`src/rtl/pc_fetch_pkg.sv`:
```
// pc_fetch_pkg
// Shared definitions for the fetch sequencer:
//   state_e          - fetch FSM state, 3-bit encoding
//   RESET_PC_DEFAULT - default PC loaded on reset
//   PC_STEP_DEFAULT  - default sequential increment in bytes
package pc_fetch_pkg;

    typedef enum logic [2:0] {
        ST_IDLE   = 3'd0,
        ST_FETCH  = 3'd1,
        ST_WAIT   = 3'd2,
        ST_ISSUE  = 3'd3,
        ST_HALTED = 3'd4
    } state_e;

    localparam logic [31:0] RESET_PC_DEFAULT = 32'h0000_0000;
    localparam int          PC_STEP_DEFAULT  = 4;

endpackage

```
`src/rtl/pc_next_sel.sv`:
```
// pc_next_sel
// Combinational next-PC selection.
// Priority: stall > halt > jump > branch > sequential.
// Ports:
//   pc_i            - current PC
//   stall_i         - hold PC
//   halt_i          - hold PC (fetching stops)
//   jump_i          - take jump_target_i
//   jump_target_i   - jump destination (low two bits ignored)
//   branch_taken_i  - take branch_target_i
//   branch_target_i - branch destination (low two bits ignored)
//   next_pc_o       - selected next PC, modulo 2^ADDR_W
module pc_next_sel #(
    parameter int ADDR_W  = 32,
    parameter int PC_STEP = 4
) (
    input  logic [ADDR_W-1:0] pc_i,
    input  logic              stall_i,
    input  logic              halt_i,
    input  logic              jump_i,
    input  logic [ADDR_W-1:0] jump_target_i,
    input  logic              branch_taken_i,
    input  logic [ADDR_W-1:0] branch_target_i,
    output logic [ADDR_W-1:0] next_pc_o
);

    // Targets are word aligned by clearing bits [1:0].
    localparam logic [ADDR_W-1:0] ALIGN_MASK = ~ADDR_W'(3);
    localparam logic [ADDR_W-1:0] STEP       = ADDR_W'(PC_STEP);

    always_comb begin
        // The add is ADDR_W bits wide, so the top of memory wraps to 0.
        next_pc_o = pc_i + STEP;
        if (stall_i || halt_i) begin
            next_pc_o = pc_i;
        end else if (jump_i) begin
            next_pc_o = jump_target_i & ALIGN_MASK;
        end else if (branch_taken_i) begin
            next_pc_o = branch_target_i & ALIGN_MASK;
        end
    end

endmodule

```
`src/rtl/pc_fetch_sequencer.sv`:
```
// pc_fetch_sequencer
// Multi-cycle fetch controller owning the program counter. Each fetch goes
// FETCH -> (WAIT)* -> ISSUE; decode sees an instruction only on instr_valid.
// Optional feature macro: FETCH_TIMEOUT_EN (WAIT gives up after MEM_TIMEOUT
// cycles, sets sticky fetch_err and halts). Without it WAIT holds forever.
// Ports:
//   clk, rst                    - clock, synchronous active-low reset
//   stall, halt                 - hold in ISSUE / stop fetching
//   branch_taken, branch_target - taken branch and destination
//   jump, jump_target           - unconditional jump and destination
//   imem_ready                  - instruction memory data valid
//   imem_req, imem_addr         - fetch request and address (= pc_out)
//   pc_out                      - current PC
//   instr_valid                 - one pulse per issued instruction
//   instr_count                 - issued instructions, saturating
//   halted                      - high in HALTED
//   fetch_err                   - sticky fetch timeout flag
// Handshake: a fetch is outstanding while imem_req is high; the cycle in which
// imem_ready is sampled high completes it, and the instruction is issued from
// the following cycle onward (first cycle with stall low).
// Control inputs are looked at only while in ISSUE.
module pc_fetch_sequencer
    import pc_fetch_pkg::*;
#(
    parameter int              ADDR_W      = 32,
    parameter logic [ADDR_W-1:0] RESET_PC  = ADDR_W'(RESET_PC_DEFAULT),
    parameter int              PC_STEP     = PC_STEP_DEFAULT,
    parameter int              MEM_TIMEOUT = 15
) (
    input  logic              clk,
    input  logic              rst,
    input  logic              stall,
    input  logic              branch_taken,
    input  logic [ADDR_W-1:0] branch_target,
    input  logic              jump,
    input  logic [ADDR_W-1:0] jump_target,
    input  logic              halt,
    input  logic              imem_ready,
    output logic              imem_req,
    output logic [ADDR_W-1:0] imem_addr,
    output logic [ADDR_W-1:0] pc_out,
    output logic              instr_valid,
    output logic [31:0]       instr_count,
    output logic              halted,
    output logic              fetch_err
);

    state_e            state_q;
    logic [ADDR_W-1:0] pc_q;
    logic [ADDR_W-1:0] pc_d;
    logic [31:0]       count_q;
    logic              req_q;
    logic              halted_q;

`ifdef FETCH_TIMEOUT_EN
    localparam int TMO_W = $clog2(MEM_TIMEOUT + 1);
    logic [TMO_W-1:0] tmo_q;
    logic             err_q;
`endif

    pc_next_sel #(
        .ADDR_W (ADDR_W),
        .PC_STEP(PC_STEP)
    ) u_next_sel (
        .pc_i           (pc_q),
        .stall_i        (stall),
        .halt_i         (halt),
        .jump_i         (jump),
        .jump_target_i  (jump_target),
        .branch_taken_i (branch_taken),
        .branch_target_i(branch_target),
        .next_pc_o      (pc_d)
    );

    // imem_req and halted are registered alongside the state they decode.
    always_ff @(posedge clk) begin
        if (!rst) begin
            state_q  <= ST_IDLE;
            pc_q     <= RESET_PC;
            count_q  <= 32'd0;
            req_q    <= 1'b0;
            halted_q <= 1'b0;
`ifdef FETCH_TIMEOUT_EN
            tmo_q    <= '0;
            err_q    <= 1'b0;
`endif
        end else begin
            case (state_q)
                ST_IDLE: begin
                    state_q <= ST_FETCH;
                    req_q   <= 1'b1;
                end
                ST_FETCH: begin
                    if (imem_ready) begin
                        state_q <= ST_ISSUE;
                        req_q   <= 1'b0;
                    end else begin
                        state_q <= ST_WAIT;
                    end
                end
                ST_WAIT: begin
                    if (imem_ready) begin
                        state_q <= ST_ISSUE;
                        req_q   <= 1'b0;
`ifdef FETCH_TIMEOUT_EN
                        tmo_q   <= '0;
`endif
                    end
`ifdef FETCH_TIMEOUT_EN
                    // Last allowed WAIT cycle passed without data: abandon it.
                    else if (tmo_q == TMO_W'(MEM_TIMEOUT - 1)) begin
                        state_q  <= ST_HALTED;
                        req_q    <= 1'b0;
                        halted_q <= 1'b1;
                        err_q    <= 1'b1;
                        tmo_q    <= '0;
                    end else begin
                        tmo_q <= tmo_q + TMO_W'(1);
                    end
`endif
                end
                ST_ISSUE: begin
                    if (!stall) begin
                        if (count_q != 32'hFFFF_FFFF) begin
                            count_q <= count_q + 32'd1;
                        end
                        // pc_d already holds the PC when halt is set.
                        pc_q <= pc_d;
                        if (halt) begin
                            state_q  <= ST_HALTED;
                            halted_q <= 1'b1;
                        end else begin
                            state_q <= ST_FETCH;
                            req_q   <= 1'b1;
                        end
                    end
                end
                ST_HALTED: begin
                    state_q <= ST_HALTED;
                end
                default: begin
                    state_q  <= ST_IDLE;
                    req_q    <= 1'b0;
                    halted_q <= 1'b0;
                end
            endcase
        end
    end

    // instr_valid must drop in the same cycle stall rises, so it is decoded
    // from the state and the live stall input rather than registered.
    assign instr_valid = (state_q == ST_ISSUE) && !stall;
    assign imem_req    = req_q;
    assign halted      = halted_q;
    assign pc_out      = pc_q;
    assign imem_addr   = pc_q;
    assign instr_count = count_q;

`ifdef FETCH_TIMEOUT_EN
    assign fetch_err = err_q;
`else
    assign fetch_err = 1'b0;
`endif

endmodule

```
`config.mk`:
```
export PLATFORM = sky130hd
export DESIGN_NAME = pc_fetch_sequencer
export DESIGN_NICKNAME = d
export VERILOG_FILES = /design/src/rtl/pc_fetch_pkg.sv /design/src/rtl/pc_next_sel.sv /design/src/rtl/pc_fetch_sequencer.sv
export SDC_FILE = /design/constraint.sdc
export NUM_CORES = 1
export LEC_CHECK = 0
export ABC_CLOCK_PERIOD_IN_PS = 1900
export BUFFER_PORTS_ARGS = -buffer_cell sky130_fd_sc_hd__buf_2
export CORE_MARGIN = 2
export CORE_UTILIZATION = 45
export CTS_CLUSTER_DIAMETER = 60
export DETAILED_ROUTE_END_ITERATION = 12
export MAX_ROUTING_LAYER = met4
export PLACE_DENSITY_LB_ADDON = 0.1
export SETUP_SLACK_MARGIN = 0.05
export SLEW_MARGIN = 0
export SYNTH_ARGS = -nofsm -noshare
export SYNTH_HDL_FRONTEND = slang
export SYNTH_SLANG_ARGS = --single-unit
export TNS_END_PERCENT = 10
```
`constraint.sdc`:
```
create_clock -name clk -period 1.9 [get_ports clk]
set_input_delay 0.38 -clock clk [delete_from_list [all_inputs] [get_ports clk]]
set_output_delay 0.38 -clock clk [all_outputs]
set_load 0.02 [all_outputs]
```
# Word-level counts from Yosys, hierarchy flattened
# Index checks and enable logic that the tools add are counted.
# W data, S select, Z words.
# totals
regBits	69
input_bits	71
output_inout_bits	100
word_cells	46
# classes
add_sub_neg	2
eq_ne	10
n_mux	14
bitwise	4
n_reduce_logical	11
# op_table
operator	n
$mux W32	2
$add A32 B1 Y32 const B	1
$add A32 B3 Y32 const B	1
$ne A32 B32 Y1 const B	1
$pmux W3 S5	1
$mux W3	3
$reduce_and A3 Y1	3
$ne A2 B2 Y1 const B	4
$eq A3 B2 Y1 const B	2
$mux W1	6
$not A1 Y1	4
$pmux W1 S4	1
$reduce_and A4 Y1	1
$reduce_or A4 Y1	1
$eq A3 B1 Y1 const B	1
$eq A3 B3 Y1 const B	1
$logic_not A3 Y1	1
$ne A2 B1 Y1 const B	1
$pmux W1 S2	1
$reduce_and A2 Y1	1
$reduce_or A2 Y1	1
$logic_and A1 B1 Y1	1
$logic_not A1 Y1	1
$logic_or A1 B1 Y1	1

# Depth between registers and ports, before layout
# Gate-level depths: netlist (run 1).
# depth
word_depth	4
depth_mapped	9
ltp_nobuf	6

# By module
# Synthesis (run 1) repeated with hierarchy kept, for this count alone.
# unflattened
hier_cells	695
area_unflattened_um2	4956.0
# modules_own_cells
module	instances	cells_per_inst	area_per_inst_um2	seq_area_each_um2
pc_fetch_sequencer	1	407	3266.9	1381.3
pc_next_sel	1	288	1689.1	0.0

# Worst setup path after synthesis (run 1)
# No wires, ideal clock.
# synth_timing
path_type	reg-to-reg
startpoint	reg pc_q[6], in the netlist imem_addr[6]
endpoint	reg pc_q[25], in the netlist imem_addr[25]
setup_time_ps	123
arrival_time_ps	2134
required_ps	1777
path_slack_ps	-357
path_stages_with_launch	6
path_buffers	0
synth_period_minus_slack_ps	2257
cell_sequence	dfxtp_1 -> nand4_4 -> or4_4 -> or4_4 -> a221oi_2 -> nor3_1
# synth_via
elab_chain_len	3
# synth_lines
item	line	text
start, declared	pc_fetch_sequencer.sv:49	logic [ADDR_W-1:0] pc_q;
start signal, assigned	pc_fetch_sequencer.sv:128	pc_q <= pc_d;
$add A32 B3 Y32	pc_next_sel.sv:33	next_pc_o = pc_i + STEP;
$mux W32	pc_next_sel.sv:38	end else if (branch_taken_i) begin
$mux W32	pc_next_sel.sv:36	end else if (jump_i) begin
# Every way passes these cells.
# A chain may end at the register's enable or synchronous reset.

# Worst setup path in the final report (run 1)
# layout_timing
startpoint	reg pc_q[9], in the netlist imem_addr[9]
endpoint	reg pc_q[25], in the netlist imem_addr[25]
# The elaborated chain is that of the path after synthesis.

==> results.md, run 1 <==
| Parameter | This run | Unit |
|---|---|---|
| Run status | finished with violations | - |
| Violations in the final reports | negative setup slack | - |
| Min-delay worst type | in2reg | - |
| Startpoint of the lowest-slack hold path | jump_target[6] | - |
| Most used flip-flop cell after synthesis | dfxtp_1 | - |
| Area taken by flip-flops and latches | 1390 | um^2 |
| Clock-pin slew on the worst setup and hold paths | 0.08 | ns |
| Endpoint required time on the critical path | 2.13 | ns |
| Height of the die | 103 | um |
| Via count of the routed design | 4973 | - |
| Hold-critical path depth | 3 | - |
| Fin crit period | 1.95 | ns |
| ANT cells | 0 | - |
| Count of input and output buffers | 161 | - |
| CTS root buf | clkbuf_8 | - |
| Normalized max-slew margin | 62.9 | % |
| Boundary Pins | 171 | - |
| Number of cells in the finished layout apart from fillers | 896 | - |
| Most common cell after layout, fill and taps aside | buf_2 | - |
| Total of endpoints with negative setup slack in the final report | 2 | - |
| Layout area overhead | 36.9 | % |
| Multi-input logic area | 2670 | um^2 |
| Met3 wire length | 765 | um |
| Post-Route WL | 13.3 | mm |
| Critical path startpoint category | flop | - |
| Sum of overflow across all layers after global routing | 0 | - |
| Largest net degree at the start of global routing | 46 | - |
| RePlAce Congestion | 0.877 | - |
| Ratio of routed vias to standard cells | 5.55 | - |
| Post-route DRC | 0 | - |
| Clock tree from TritonCTS | built | - |
| Kind of critical path | reg2reg | - |
| Number of routed nets with antenna violations | 0 | - |
| Vias in the first global route | 4451 | - |
| Setup slack, reg-to-reg | -0.05 | ns |
| Fin util | 62.4 | % |
| Standard-cell rows | 36 | - |
| Met1 wire length | 6.05 | mm |
| Critical register-to-register path startpoint | imem_addr[9]$_SDFFE_PN0P_ | - |
| Worst R2R Path Depth | 5 | - |
| Fillcell total | 896 | - |
| Clock Skew | 0.00808 | ns |
| Worst-Margin Slew | 0.556 | ns |
| Top post-synthesis cells by area | dfxtp_1, buf_4, o21ai_0, a21oi_1, a21boi_0 | - |
| H-tree levels | 3 | - |
| Initial standard-cell utilization of the core | 45.6 | % |
| R2r endpoint | imem_addr[25]$_SDFFE_PN0P_ | - |
| Wire length of the first global-routing pass | 21.1 | mm |
| Nets | 831 | - |
| Proportion of netlist area held by the largest area contributor | 30.5 | % |
| Number of max-slew violations in the final report | 0 | - |
| Top achievable clock speed | 0.513 | GHz |
| Overall routing resource usage | 25.6 | % |
| Final count of hold timing violations | 0 | - |
| Number of cells in the design after placement | 877 | - |
| Antenna violations before repair | 0 | - |
| Setup repair after global routing missed its margin | true | - |
| Proportion of synthesized flip-flops having asynchronous set or reset | 0 | % |
| Largest area contributor in the synthesized netlist | dfxtp_1 | - |
| Post-synth design cell area | 4390 | um^2 |
| Endpoint, Worst Hold | imem_addr[6]$_SDFFE_PN0P_ | - |
| Areal power density over the cells | 539 | nW/um^2 |
| Mean Syn Cell Area | 7.71 | um^2 |
| Number of enable flip-flop cells after synthesis | 0 | - |
| Synthesized flop and latch total | 67 | - |
| Share of layout cells above drive strength 1 | 41.7 | % |
| Skew-Pair Late Insertion Delay | 0.34 | ns |
| Proportion of synthesized chip area in sequential cells | 30.5 | % |
| Number of buffers inserted by hold repair at cts | 0 | - |
| Worst setup EP type | flop | - |
| Die area | 10600 | um^2 |
| Deepest clock path buffer count | 2 | - |
| Number of DRC violations after detailed-routing iteration 0 | 237 | - |
| Critical-path maximum fanout | 3 | - |
| Worst path setup slack after routing | -0.0483 | ns |
| Area of the core | 9640 | um^2 |
| Num CTS Buffers | 9 | - |
| Final routed wire length divided by cell count | 14.9 | um |
| Data arrival time of the critical path | 2.18 | ns |
| Total power after layout | 3240 | uW |
| Detailed-router iteration count before antenna repair | 4 | - |
| Setup tns final | -0.0641 | ns |
| Highest metal layer with signal wires | met4 | - |
| Routed wl met2 | 6.35 | mm |
| Period Utilization, post-route | 103 | % |
| Leak Pwr | 0.00273 | uW |
| Horizontal die dimension | 103 | um |
| Detailed-placement wirelength estimate | 9.81 | mm |
| Syn Inst Count | 570 | - |
| Worst IR drop on VDD | 319 | uV |
| Clk sink count | 67 | - |
| Synth warn | 0 | - |
| Max-cap violations | 0 | - |
| Most frequent cells in the layout | buf_2, buf_4, o21ai_0 | - |
| Distinct cells, synth | 63 | - |
-- registers in the layout (all words and copies together), names as in the netlist --
register	flops
halted	1
imem_addr	30
imem_req	1
instr_count	32
state_q	3
-- power by group --
part / total [uW] / internal, uW / switching (uW) / leakage, uW
logic: 437 / 188 / 249 / 0.00206
clock network: 1370 / 776 / 596 / 0.000113
registers: 1430 / 1420 / 16.6 / 0.000553
total: 3240 / 2380 / 861 / 0.00273
-- worst max path at each step --
stage | startpoint | to | slack, ns | depth (start not counted)
after floorplan | imem_addr[2]$_SDFFE_PN0P_ | imem_addr[25]$_SDFFE_PN0P_ | -0.12 | 5
after global routing | imem_addr[2]$_SDFFE_PN0P_ | imem_addr[25]$_SDFFE_PN0P_ | -0.09 | 5
after global placement | stall | instr_count[26]$_SDFFE_PN0P_ | -0.18 | 6
after detailed placement | stall | instr_count[31]$_SDFFE_PN0P_ | -0.22 | 6
after CTS | imem_addr[9]$_SDFFE_PN0P_ | imem_addr[25]$_SDFFE_PN0P_ | -0.06 | 5
final | imem_addr[9]$_SDFFE_PN0P_ | imem_addr[25]$_SDFFE_PN0P_ | -0.05 | 5
-- area by class of cell --
cell class / count / share of cell area (%)
clock inverter: 6 / 1.46
sequential: 67 / 23.0
inverter: 17 / 1.06
multi-input combinational: 415 / 44.5
clock buffer: 10 / 2.29
timing repair buffer: 248 / 24.9
tap: 133 / 2.77
-- per-stage QoR --
| step | hold WS (ns) | instance area, um^2 | worst slack, ns |
|---|---|---|---|
| after floorplan | 0.499 | 4470 | -0.124 |
| after global placement | 0.434 | 5680 | -0.179 |
| after detailed placement | 0.443 | 5680 | -0.217 |
| after CTS | 0.310 | 5950 | -0.0575 |
| after global routing | 0.352 | 6010 | -0.0926 |
| final | 0.329 | 6010 | -0.0483 |
-- what timing repair did --
action                                  CTS  global route
endpoints found under the hold margin     0             0
gates cloned                              0             0
resized for setup                        15            13
pin swaps                                 7             7
setup buffers                             1             2
endpoints found under the setup margin   23            27
-- synth_stat cells (6+ instances only) --
cell      count
nor2_1       16
a31oi_1       7
or3_1        21
and2_1        8
buf_4        37
inv_1        17
xnor2_1       6
nand3_1      24
nor3_1        9
mux2i_1       7
o21a_1        6
nand4_1      16
and3_1       10
dfxtp_1      67
o21ai_0      53
a21boi_0     27
clkbuf_1     29
nand2_1      46
and4_1        6
o22ai_1       6
a21oi_1      48
-- critical path: stages (launching register included) --
cell and delay (ns):
dfxtp_4 0.37, nand4_4 0.11, or4_4 0.58, or4_4 0.50, a221oi_2 0.22, nor3_1 0.07
-- logic make-up (layout without fill, tap and decap cells) --
kind of cell / count (synthesis) / after routing / synth area share [%]
AND/OR/NAND/NOR: 191 / 191 / 24.6
buffers and inverters: 92 / 281 / 11.1
XOR/XNOR: 10 / 10 / 1.99
AO/OA/AOI/OAI: 200 / 200 / 29.5
flip-flops: 67 / 67 / 30.5
other: 1 / 5 / 0.0853
multiplexers: 7 / 7 / 1.59
adder cells (fa/ha/maj): 2 / 2 / 0.569
-- routing by layer --
metal | track usage (%) | up-vias
li1 | - | 2463
met5 | - | -
met4 | 7.89 | 0
met2 | 40.2 | 162
met3 | 3.25 | 16
met1 | 34.6 | 2332
Note: power is estimated with default switching activity, not from simulation.
==> run 2: changes to the inputs <==
Settings changed: CORE_ASPECT_RATIO set to 2.
==> results.md, run 2 (synthesis gave the netlist of run 1 again) <==
| Parameter | This run | Unit |
|---|---|---|
| Areal power density over the cells | 568 | nW/um^2 |
| Violations in the final reports | negative setup slack | - |
| Setup repair after global routing missed its margin | true | - |
| Standard-cell rows | 51 | - |
| Final routed wire length divided by cell count | 15.4 | um |
| Number of max-slew violations in the final report | 0 | - |
| Worst path setup slack after routing | -0.0658 | ns |
| Most common cell after layout, fill and taps aside | buf_2 | - |
| Skew-Pair Late Insertion Delay | 0.34 | ns |
| Endpoint required time on the critical path | 2.12 | ns |
| Ratio of routed vias to standard cells | 5.56 | - |
| ANT cells | 0 | - |
| Worst setup EP type | flop | - |
| Layout area overhead | 39.2 | % |
| Placed instance area | 5710 | um^2 |
| Die area | 10600 | um^2 |
| Deepest clock path buffer count | 2 | - |
| Clock Skew | 0.00649 | ns |
| Overall routing resource usage | 26.4 | % |
| Wire length of the first global-routing pass | 21.4 | mm |
| Largest register FFs | 32 | - |
| Clk sink count | 67 | - |
| Number of post-CTS setup repair buffers | 0 | - |
| Largest net degree at the start of global routing | 51 | - |
| Kind of critical path | reg2reg | - |
| Period Utilization, post-route | 103 | % |
| Highest metal layer with signal wires | met4 | - |
| Initial standard-cell utilization of the core | 45.6 | % |
| Share of layout cells above drive strength 1 | 42.4 | % |
| Leak Pwr | 0.00277 | uW |
| Count of input and output buffers | 161 | - |
| Met1 wire length | 5.19 | mm |
| Vias in the first global route | 4676 | - |
| Boundary Pins | 171 | - |
| Worst-Margin Slew | 0.479 | ns |
| Clock tree from TritonCTS | built | - |
| RePlAce Congestion | 0.915 | - |
| Height of the die | 144 | um |
| Number of DRC violations after detailed-routing iteration 0 | 276 | - |
| Most frequent cells in the layout | buf_2, buf_4, o21ai_0 | - |
| Critical path startpoint category | flop | - |
| Number of routed nets with antenna violations | 0 | - |
| Area of the core | 9640 | um^2 |
| Total power after layout | 3480 | uW |
| Normalized max-slew margin | 67.2 | % |
| Worst IR drop on VDD | 426 | uV |
| H-tree levels | 3 | - |
| Post-route DRC | 0 | - |
| Sum of overflow across all layers after global routing | 0 | - |
| Data arrival time of the critical path | 2.19 | ns |
| Detailed-router iteration count before antenna repair | 5 | - |
| Via count of the routed design | 4988 | - |
| Clock-pin slew on the worst setup and hold paths | 0.06 | ns |
| Run status | finished with violations | - |
| Post-Route WL | 13.8 | mm |
| Antenna violations before repair | 0 | - |
| Nets | 834 | - |
| Horizontal die dimension | 73.9 | um |
| Max-cap violations | 0 | - |
| Pre-CTS setup slack | -0.276 | ns |
| Num CTS Buffers | 9 | - |
| CTS root buf | clkbuf_16 | - |
| Met3 wire length | 691 | um |
| Top achievable clock speed | 0.509 | GHz |
| Min-delay worst type | in2reg | - |
| Fin crit period | 1.97 | ns |
| Final design area excluding fillers | 6120 | um^2 |
| Critical-path maximum fanout | 4 | - |
| Final count of hold timing violations | 0 | - |
| Routed wl met2 | 7.60 | mm |
| Detailed-placement wirelength estimate | 10.3 | mm |
| Total of endpoints with negative setup slack in the final report | 3 | - |
## run 2: changes by cell type in the layout (fill, tap and decap cells not counted), moves of 2 or more
cell / delta
dfxtp_2: +2
clkbuf_16: +10
a21boi_1: +7
a21boi_0: -7
clkbuf_8: -10
bufinv_16: -2
buf_4: +4
dfxtp_1: -2
## run 2: repair_timing
item	4_1_cts	5_1_grt
hold buffers	0	0
pin swaps	5	13
setup endpoints to repair	29	35
resized for setup	23	18
## run 2: per-layer routing
layer,GRT usage [%],vias up
met5,-,-
met4,11.9,0
met3,5.19,23
met2,47.0,176
met1,27.2,2319
li1,-,2470
## run 2: metrics by stage
step           TNS (ns)  std cells  hold WS, ns  util (%)
3_3_place_gp      -3.60        882        0.435      59.3
5_1_grt          -0.615        897        0.356      63.5
4_1_cts          -0.112        897        0.329      63.1
6_report         -0.111        897        0.331      63.5
2_1_floorplan     -1.43        574        0.499         -
3_5_place_dp      -4.65        882        0.440      59.3
## run 2: worst paths after layout
| kind | start | end | slack, ns | cells after the start |
|---|---|---|---|---|
| max | imem_addr[2]$_SDFFE_PN0P_ | imem_addr[25]$_SDFFE_PN0P_ | -0.07 | 5 |
| min reg2reg | imem_req$_SDFFE_PN0P_ | imem_req$_SDFFE_PN0P_ | 0.44 | 2 |
| min | jump_target[9] | imem_addr[9]$_SDFFE_PN0P_ | 0.33 | 3 |
| max reg2reg | imem_addr[2]$_SDFFE_PN0P_ | imem_addr[25]$_SDFFE_PN0P_ | -0.07 | 5 |
## run 2: report_power, final
group | total, uW | leakage, uW | internal (uW) | switching (uW)
registers | 1430 | 0.000554 | 1420 | 16.1
clock network | 1600 | 0.000136 | 956 | 647
logic | 440 | 0.00208 | 189 | 251
## run 2: area by class of cell
cell class                 instances  area [um^2]
inverter                          17         63.8
multi-input combinational        415         2700
clock inverter                     5         37.5
fill                             898         3520
tap                              132          165
clock buffer                      10          250
sequential                        67         1390
timing repair buffer             251         1510
## run 2: worst max-delay path, stage by stage (launching register included)
cell	delay [ns]
dfxtp_4	0.36
nand4_1	0.16
or4_4	0.56
or4_4	0.50
a221oi_2	0.22
nor3_1	0.06
